$ cat src/rtl/memory_arbiter.sv
// Two-port (fetch/data) arbiter onto one single-ported RAM: data first, with a
// bounded data streak so fetches cannot starve, plus a per-access timeout watchdog.
module memory_arbiter #(
   parameter int          MAX_D_STREAK   = 4,
   parameter int          TIMEOUT_CYCLES = 255,
   parameter logic [31:0] ERR_WORD       = 32'hBAD1BAD1
) (
   input  logic        CLK,
   input  logic        RST,
   input  logic        iREN,
   input  logic [31:0] iaddr,
   output logic        iwait,
   output logic [31:0] iload,
   input  logic        dREN,
   input  logic        dWEN,
   input  logic [31:0] daddr,
   input  logic [31:0] dstore,
   output logic        dwait,
   output logic [31:0] dload,
   output logic        ramREN,
   output logic        ramWEN,
   output logic [31:0] ramaddr,
   output logic [31:0] ramstore,
   input  logic [31:0] ramload,
   input  logic        ram_ready,
   output logic        timeout
);

   localparam int SW = $clog2(MAX_D_STREAK + 1);
   localparam int TW = $clog2(TIMEOUT_CYCLES);
   localparam logic [SW-1:0] STREAK_MAX = SW'(MAX_D_STREAK);
   localparam logic [TW-1:0] TCNT_LAST  = TW'(TIMEOUT_CYCLES - 1);

   typedef enum logic [1:0] {
      IDLE = 2'd0,
      INST = 2'd1,
      DATA = 2'd2
   } state_t;

   state_t         state_reg, state_next;
   logic [SW-1:0]  streak_reg, streak_next;
   logic [TW-1:0]  tcnt_reg, tcnt_next;
   logic [31:0]    addr_reg, addr_next;
   logic [31:0]    store_reg, store_next;
   logic           op_w_reg, op_w_next;

   logic           dreq;
   logic           done;
   logic [31:0]    result;

   assign dreq   = dREN | dWEN;
   assign result = ram_ready ? ramload : ERR_WORD;

   always_ff @(posedge CLK) begin
      if (RST) begin
         state_reg  <= IDLE;
         streak_reg <= '0;
         tcnt_reg   <= '0;
         addr_reg   <= '0;
         store_reg  <= '0;
         op_w_reg   <= 1'b0;
      end else begin
         state_reg  <= state_next;
         streak_reg <= streak_next;
         tcnt_reg   <= tcnt_next;
         addr_reg   <= addr_next;
         store_reg  <= store_next;
         op_w_reg   <= op_w_next;
      end
   end

   always_comb begin
      state_next  = state_reg;
      streak_next = streak_reg;
      tcnt_next   = tcnt_reg;
      addr_next   = addr_reg;
      store_next  = store_reg;
      op_w_next   = op_w_reg;
      ramREN      = 1'b0;
      ramWEN      = 1'b0;
      ramaddr     = '0;
      ramstore    = '0;
      iwait       = iREN;
      dwait       = dreq;
      iload       = '0;
      dload       = '0;
      timeout     = 1'b0;
      // A reset cycle must never report a completion or a watchdog pulse.
      done        = !RST && (ram_ready || (tcnt_reg == TCNT_LAST));

      case (state_reg)
         IDLE: begin
            tcnt_next = '0;
            if (dreq && !(iREN && streak_reg == STREAK_MAX)) begin
               state_next = DATA;
               addr_next  = daddr;
               store_next = dstore;
               op_w_next  = dWEN;
               if (!iREN)
                  streak_next = '0;
               else if (streak_reg != STREAK_MAX)
                  streak_next = streak_reg + 1'b1;
            end else if (iREN) begin
               state_next  = INST;
               addr_next   = iaddr;
               store_next  = '0;
               op_w_next   = 1'b0;
               streak_next = '0;
            end
         end

         INST, DATA: begin
            ramREN   = !op_w_reg;
            ramWEN   = op_w_reg;
            ramaddr  = addr_reg;
            ramstore = store_reg;
            if (done) begin
               state_next = IDLE;
               tcnt_next  = '0;
               timeout    = !ram_ready;
               // A withdrawn request still finishes on the RAM; its result is dropped.
               if (state_reg == INST) begin
                  iwait = 1'b0;
                  iload = iREN ? result : '0;
               end else begin
                  dwait = 1'b0;
                  dload = (dREN && !op_w_reg) ? result : '0;
               end
            end else begin
               tcnt_next = tcnt_reg + 1'b1;
            end
         end

         default: state_next = IDLE;
      endcase
   end

endmodule

$ cat config.mk
export PLATFORM = sky130hd
export DESIGN_NAME = memory_arbiter
export DESIGN_NICKNAME = d
export VERILOG_FILES = /design/src/rtl/memory_arbiter.sv
export SDC_FILE = /design/constraint.sdc
export NUM_CORES = 1
export LEC_CHECK = 0
export CORE_MARGIN = 2
export CORE_UTILIZATION = 38
export CTS_BUF_LIST = sky130_fd_sc_hd__clkbuf_8
export DETAILED_ROUTE_END_ITERATION = 12
export PLACE_DENSITY = 0.82
export SLEW_MARGIN = 20
export SYNTH_ARGS = -nofsm -noshare
export SYNTH_HDL_FRONTEND = slang
export SYNTH_SLANG_ARGS = --single-unit
$ cat constraint.sdc
create_clock -name CLK -period 2.25 [get_ports CLK]
set_input_delay 0.45 -clock CLK [delete_from_list [all_inputs] [get_ports CLK]]
set_output_delay 0.45 -clock CLK [all_outputs]
set_load 0.01 [all_outputs]
* Word level (Yosys, flattened, before mapping)
Index checks and enable logic that the tools add are counted.
Word-level totals: output and inout port bits 133, ROM bits 0, bits of input ports 134, bits in writable memories 0, latch bits 0, logic and storage cells 70, memories kept 0, register bits after elaboration 78
Cells by class: bitwise logic cells 1, divide/modulo/power cells 0, multiplexer cells 37, add/subtract/negate cells 2, shift operators 0, $mul 0, reduce and logical (&&, ||, !) cells 16, equality and inequality tests 8, magnitude comparators 0
Operators by type and width (number):
- two-way mux 32 bit | 15
- case mux 8 bit (2 select lines) | 1
- two-way mux 1 bit | 12
- two-way mux 3 bit | 4
- adder 8 x 1 -> 8 bit (second input constant) | 1
- == test 8 bit (second input constant) | 1
- two-way mux 8 bit | 1
- two-way mux 2 bit | 3
- inequality test 3 bit (second input constant) | 2
- logical AND 1 bit | 4
- zero test 1 bit | 4
- case mux 2 bit (2 select lines) | 1
- AND reduction 2 bit | 2
- nonzero test 2 bit | 2
- adder 3 x 1 -> 3 bit (second input constant) | 1
- == test 3 bit (second input constant) | 1
- inequality test 3 x 2 -> 1 bit (second input constant) | 1
- AND reduction 3 bit | 1
- == test 2 x 1 -> 1 bit (second input constant) | 1
- == test 2 bit (second input constant) | 1
- zero test 2 bit | 1
- inequality test 2 bit (second input constant) | 1
- OR reduction 2 bit | 1
- logical OR 1 bit | 1
- OR 1 bit | 1

* Longest topological paths before layout
depth in word-level cells 6, mapped depth 8, gate-level depth less buffers 6

* Worst setup path before layout
Ideal clock, no wire load.
path kind register -> output, start point reg state_reg[0], end point out dload[13], setup slack 0.104 ns, buffers on the path 2, stages on the path, launching flop included 9, data arrival time 1.696 ns, data required time 1.800 ns, cells stage by stage dfxtp_1 -> inv_1 -> ha_1 -> and2b_1 -> and3_1 -> buf_2 -> nand3_2 -> buf_2 -> nor2_1
On the way: word-level cells in the longest chain between the ends 4, elaborated cells on any way between the ends 6, those cells by class 2 x eq/ne; 3 x mux; 1 x reduce/logical
RTL lines:
- start: declaration | line 40 | state_t state_reg, state_next;
- start signal: assignment | line 63 | state_reg <= state_next;
- == test 2 x 1 -> 1 bit | line 91, 122
- two-way mux 32 bit | line 122 | if (state_reg == INST) begin
- two-way mux 32 bit | line 117 | if (done) begin
- two-way mux 32 bit (*) | line 91 | case (state_reg)
- end: declaration | line 19 | output logic [31:0] dload,
Every way passes the cells marked *; elsewhere a longest branch is shown, timed or not.

* Worst setup path in the final report
start point reg state_reg[0], end point out dload[28]
The elaborated chain is that of the path after synthesis.

==> flow_summary.ini <==
[status]
status = complete, but fails checks
violations_in_the_final_reports = negative setup slack

[worst_hold_path]
worstHoldPathType = register to register

[floorplanning]
die_area_sq_um = 12200
rows = 38
die_w_microns = 110
start_util_pct = 39.3
floorplan.core_area_sq_um = 10900
floorplan.die.height_microns = 110
design.portCount = 267

[setup_path]
cp_max_fo = 8
worst_path_largest_cell_delay_ns = 0.35
startpoint_type = register
cpMaxStageDelayCell = sky130_fd_sc_hd__dfxtp_2
worstPathCellList = inv_2 > ha_4 > and2b_1 > and3_4 > nand3_4 > clkbuf_16 > nor2_1 > buf_2
worst_setup_path_end_kind = primary output
cp_arrival_ns = 2.11
worstSetupPathType = register to primary output
cp.required_ns = 1.80

[power]
comb_power_share_pct = 40.3
total_leakage_power_nw = 3.85
pwr-share-clk_pct = 21.6
power_switching_share_pct = 34.1
irDropWorstVdd_uv = 361
total_switching_power_w = 0.00147
power_per_standard_cell_area_nw_per_um2 = 539
power.share.sequential_pct = 38.1
cell_internal_power_w = 0.00285

[synth]
yosysMostFrequentCell = sky130_fd_sc_hd__nor2_1
number_of_distinct_library_cells_after_synthesis = 42
synth_largest_area_cell = sky130_fd_sc_hd__dfxtp_1
yosysSeqAreaShare_pct = 36.4
yosysWarnings = 0
synth.ff_latch_count = 78
netlist_instances = 548
synth.cells.most_frequent = 113 x sky130_fd_sc_hd__nor2_1, 78 x sky130_fd_sc_hd__dfxtp_1, 70 x sky130_fd_sc_hd__nand2_1
synth.avg_cell_area_sq_um = 7.84
syn-cell-area_sq_um = 4290
yosys_most_used_dff = sky130_fd_sc_hd__dfxtp_1
synth_enable_flop_cells = 0
synth_net_count = 689
post-synth-top-area-fraction_pct = 36.4
synth_area_leaders = sky130_fd_sc_hd__dfxtp_1 36%, sky130_fd_sc_hd__nor2_1 9.9%, sky130_fd_sc_hd__and2_1 9.5%, sky130_fd_sc_hd__a311oi_1 6.5%, sky130_fd_sc_hd__nand2_1 6.1%
synth_async_sr_flop_share_pct = 0

[drt]
ant_nets = 0
wire_per_inst_microns = 18.2
vias_per_inst = 5.22
drt-pass1-iter-count = 5
wirelength_microns = 17900
drc = 0
num_vias = 5145
drt_first_iter_violations = 425

[global_route]
grt.overflow.total = 0
grt_antenna_before_repair = 1
grt_max_degree = 43
global_route_wire_length_before_repair_microns = 24400
track_usage_pct = 26.2
via_count_of_the_first_global_routing_pass = 4846

[layout]
final_cell_count_no_fill = 985
final_design_area_no_fill_sq_um = 8030
multi_input_area_sq_um = 2770
share_of_post_route_cells_with_drive_strength_above_1_pct = 26.5
final_nets = 979
fill_cells = 792
ff_latch_area_sq_um = 1560
syn_to_final_growth_pct = 86.9

[sta]
count_of_endpoints_failing_hold_in_the_final_timing_report = 0
maxSlewHeadroom_pct = 61.0
layout_worst_path_cycle_share_pct = 114
finalWorstSetupSlack_ns = -0.308
max_clock_freq_mhz = 391
fin_crit_ns = 2.56
setup_viol = 98
fin_worst_skew_ns = 0.00584
rsz_0062_raised_after_global_routing = true
slew_viol_final = 0
worst_pin_slew_ns = 0.581

[cts]
tritoncts_clock_tree = yes
clock_tree.htree_level_count = 3
cts_inserted_buffers = 9
clock_tree.root_cell = sky130_fd_sc_hd__clkbuf_8
worst_setup_hold_path_clk_slew_ns = 0.08
clock_latency_ns = 0.36
clock_path_buffers = 2
cts.sinks = 78

[flow_run]
max_cap_viol_count = 0

[placement]
placed_cells = 945
port-buffer-count = 266
pre_cts_ws_ns = -0.423
finalWeightedCongestion = 0.899
dp_hpwl_microns = 12200
placed_area_sq_um = 7220
power by group through the flow:
stage                     Sequential [W]  Clock [W]  Combinational, W
after floorplan                  0.00165          0          0.000821
after global placement           0.00166          0           0.00150
after detailed placement         0.00167          0           0.00154
after CTS                        0.00165   0.000961           0.00163
after global routing             0.00167    0.00101           0.00187
final                            0.00165   0.000935           0.00175
routing by layer:
metal  wire, microns  GRT usage (%)  up-vias
met3            1260           4.82       51
met1            6490           28.5     2422
met2            9390           47.3      235
met5               0              0        -
met4             783           14.9        0
li1                -              -     2437
cell type report:
type | instances | area share, %
Antenna cell | 2 | 0.0623
Clock buffer | 9 | 1.54
Timing Repair Buffer | 325 | 41.2
Clock inverter | 7 | 0.530
Multi-Input combinational cell | 414 | 34.5
Inverter | 10 | 0.499
Tap cell | 140 | 2.18
Sequential cell | 78 | 19.5
per-stage QoR:
step                      utilization [%]  total power, W  TNS, ns  hold WS, ns
after floorplan                         -         0.00247        0        0.449
after global placement               66.0         0.00316   -21.94        0.456
after detailed placement             66.0         0.00321   -23.83        0.483
after CTS                            68.6         0.00424   -24.63        0.494
after global routing                 73.4         0.00455   -27.68        0.511
final                                73.4         0.00433   -20.63        0.497
path summary, 6_finish.rpt:
| kind | from | slack (ns) | cells past startpoint | to |
|---|---|---|---|---|
| min reg2reg | addr_reg[8] | 0.50 | 2 | addr_reg[8] |
| max reg2reg | streak_reg[0] | 0.44 | 5 | state_reg[1] |
| max | state_reg[0] | -0.31 | 8 | dload[28] |
| min | addr_reg[8] | 0.50 | 2 | addr_reg[8] |
cells by family (layout without fill, tap and decap cells):
| kind of cell | after synthesis | count (layout) | synth area share [%] |
|---|---|---|---|
| DFF | 78 | 78 | 36.4 |
| AOI/OAI and AO/OA | 84 | 84 | 17.1 |
| adders and majority gates | 7 | 7 | 2.04 |
| xor gates and xnor gates | 7 | 7 | 1.43 |
| and+or+nand+nor | 316 | 316 | 36.0 |
| other | 0 | 2 | 0 |
| buffers and inverters | 56 | 351 | 7.08 |
worst max-delay path, delay by kind of cell (launching register included):
family / cells / cell delay [ns]
adder cells (fa/ha/maj): 1 / 0.30
flip-flops: 1 / 0.35
AND/OR/NAND/NOR: 4 / 0.66
buffers and inverters: 3 / 0.43
layout by cell type (no fill, tap or decap), drive strengths merged, types with 4 or more instances in the layout:
master / n
dlymetal6s2s: 31
a311oi: 33
and2: 65
a21oi: 5
nand2: 70
clkinv: 4
a22oi: 33
clkdlybuf4s50: 166
nor2b: 21
inv: 11
xor2: 4
and3: 30
buf: 125
ha: 7
clkbuf: 12
nor2: 114
dfxtp: 78
what timing repair did:
| action | 4_1_cts | 5_1_grt |
|---|---|---|
| endpoints found under the setup margin | 133 | 131 |
| buffers inserted | 13 | 6 |
| hold buffers | 0 | 0 |
| pin swaps | 9 | 4 |
| gates resized for setup | 344 | 112 |
| hold endpoints to repair | 0 | 0 |
| cloned | 3 | 3 |
Power figures use the tool's default switching activity.
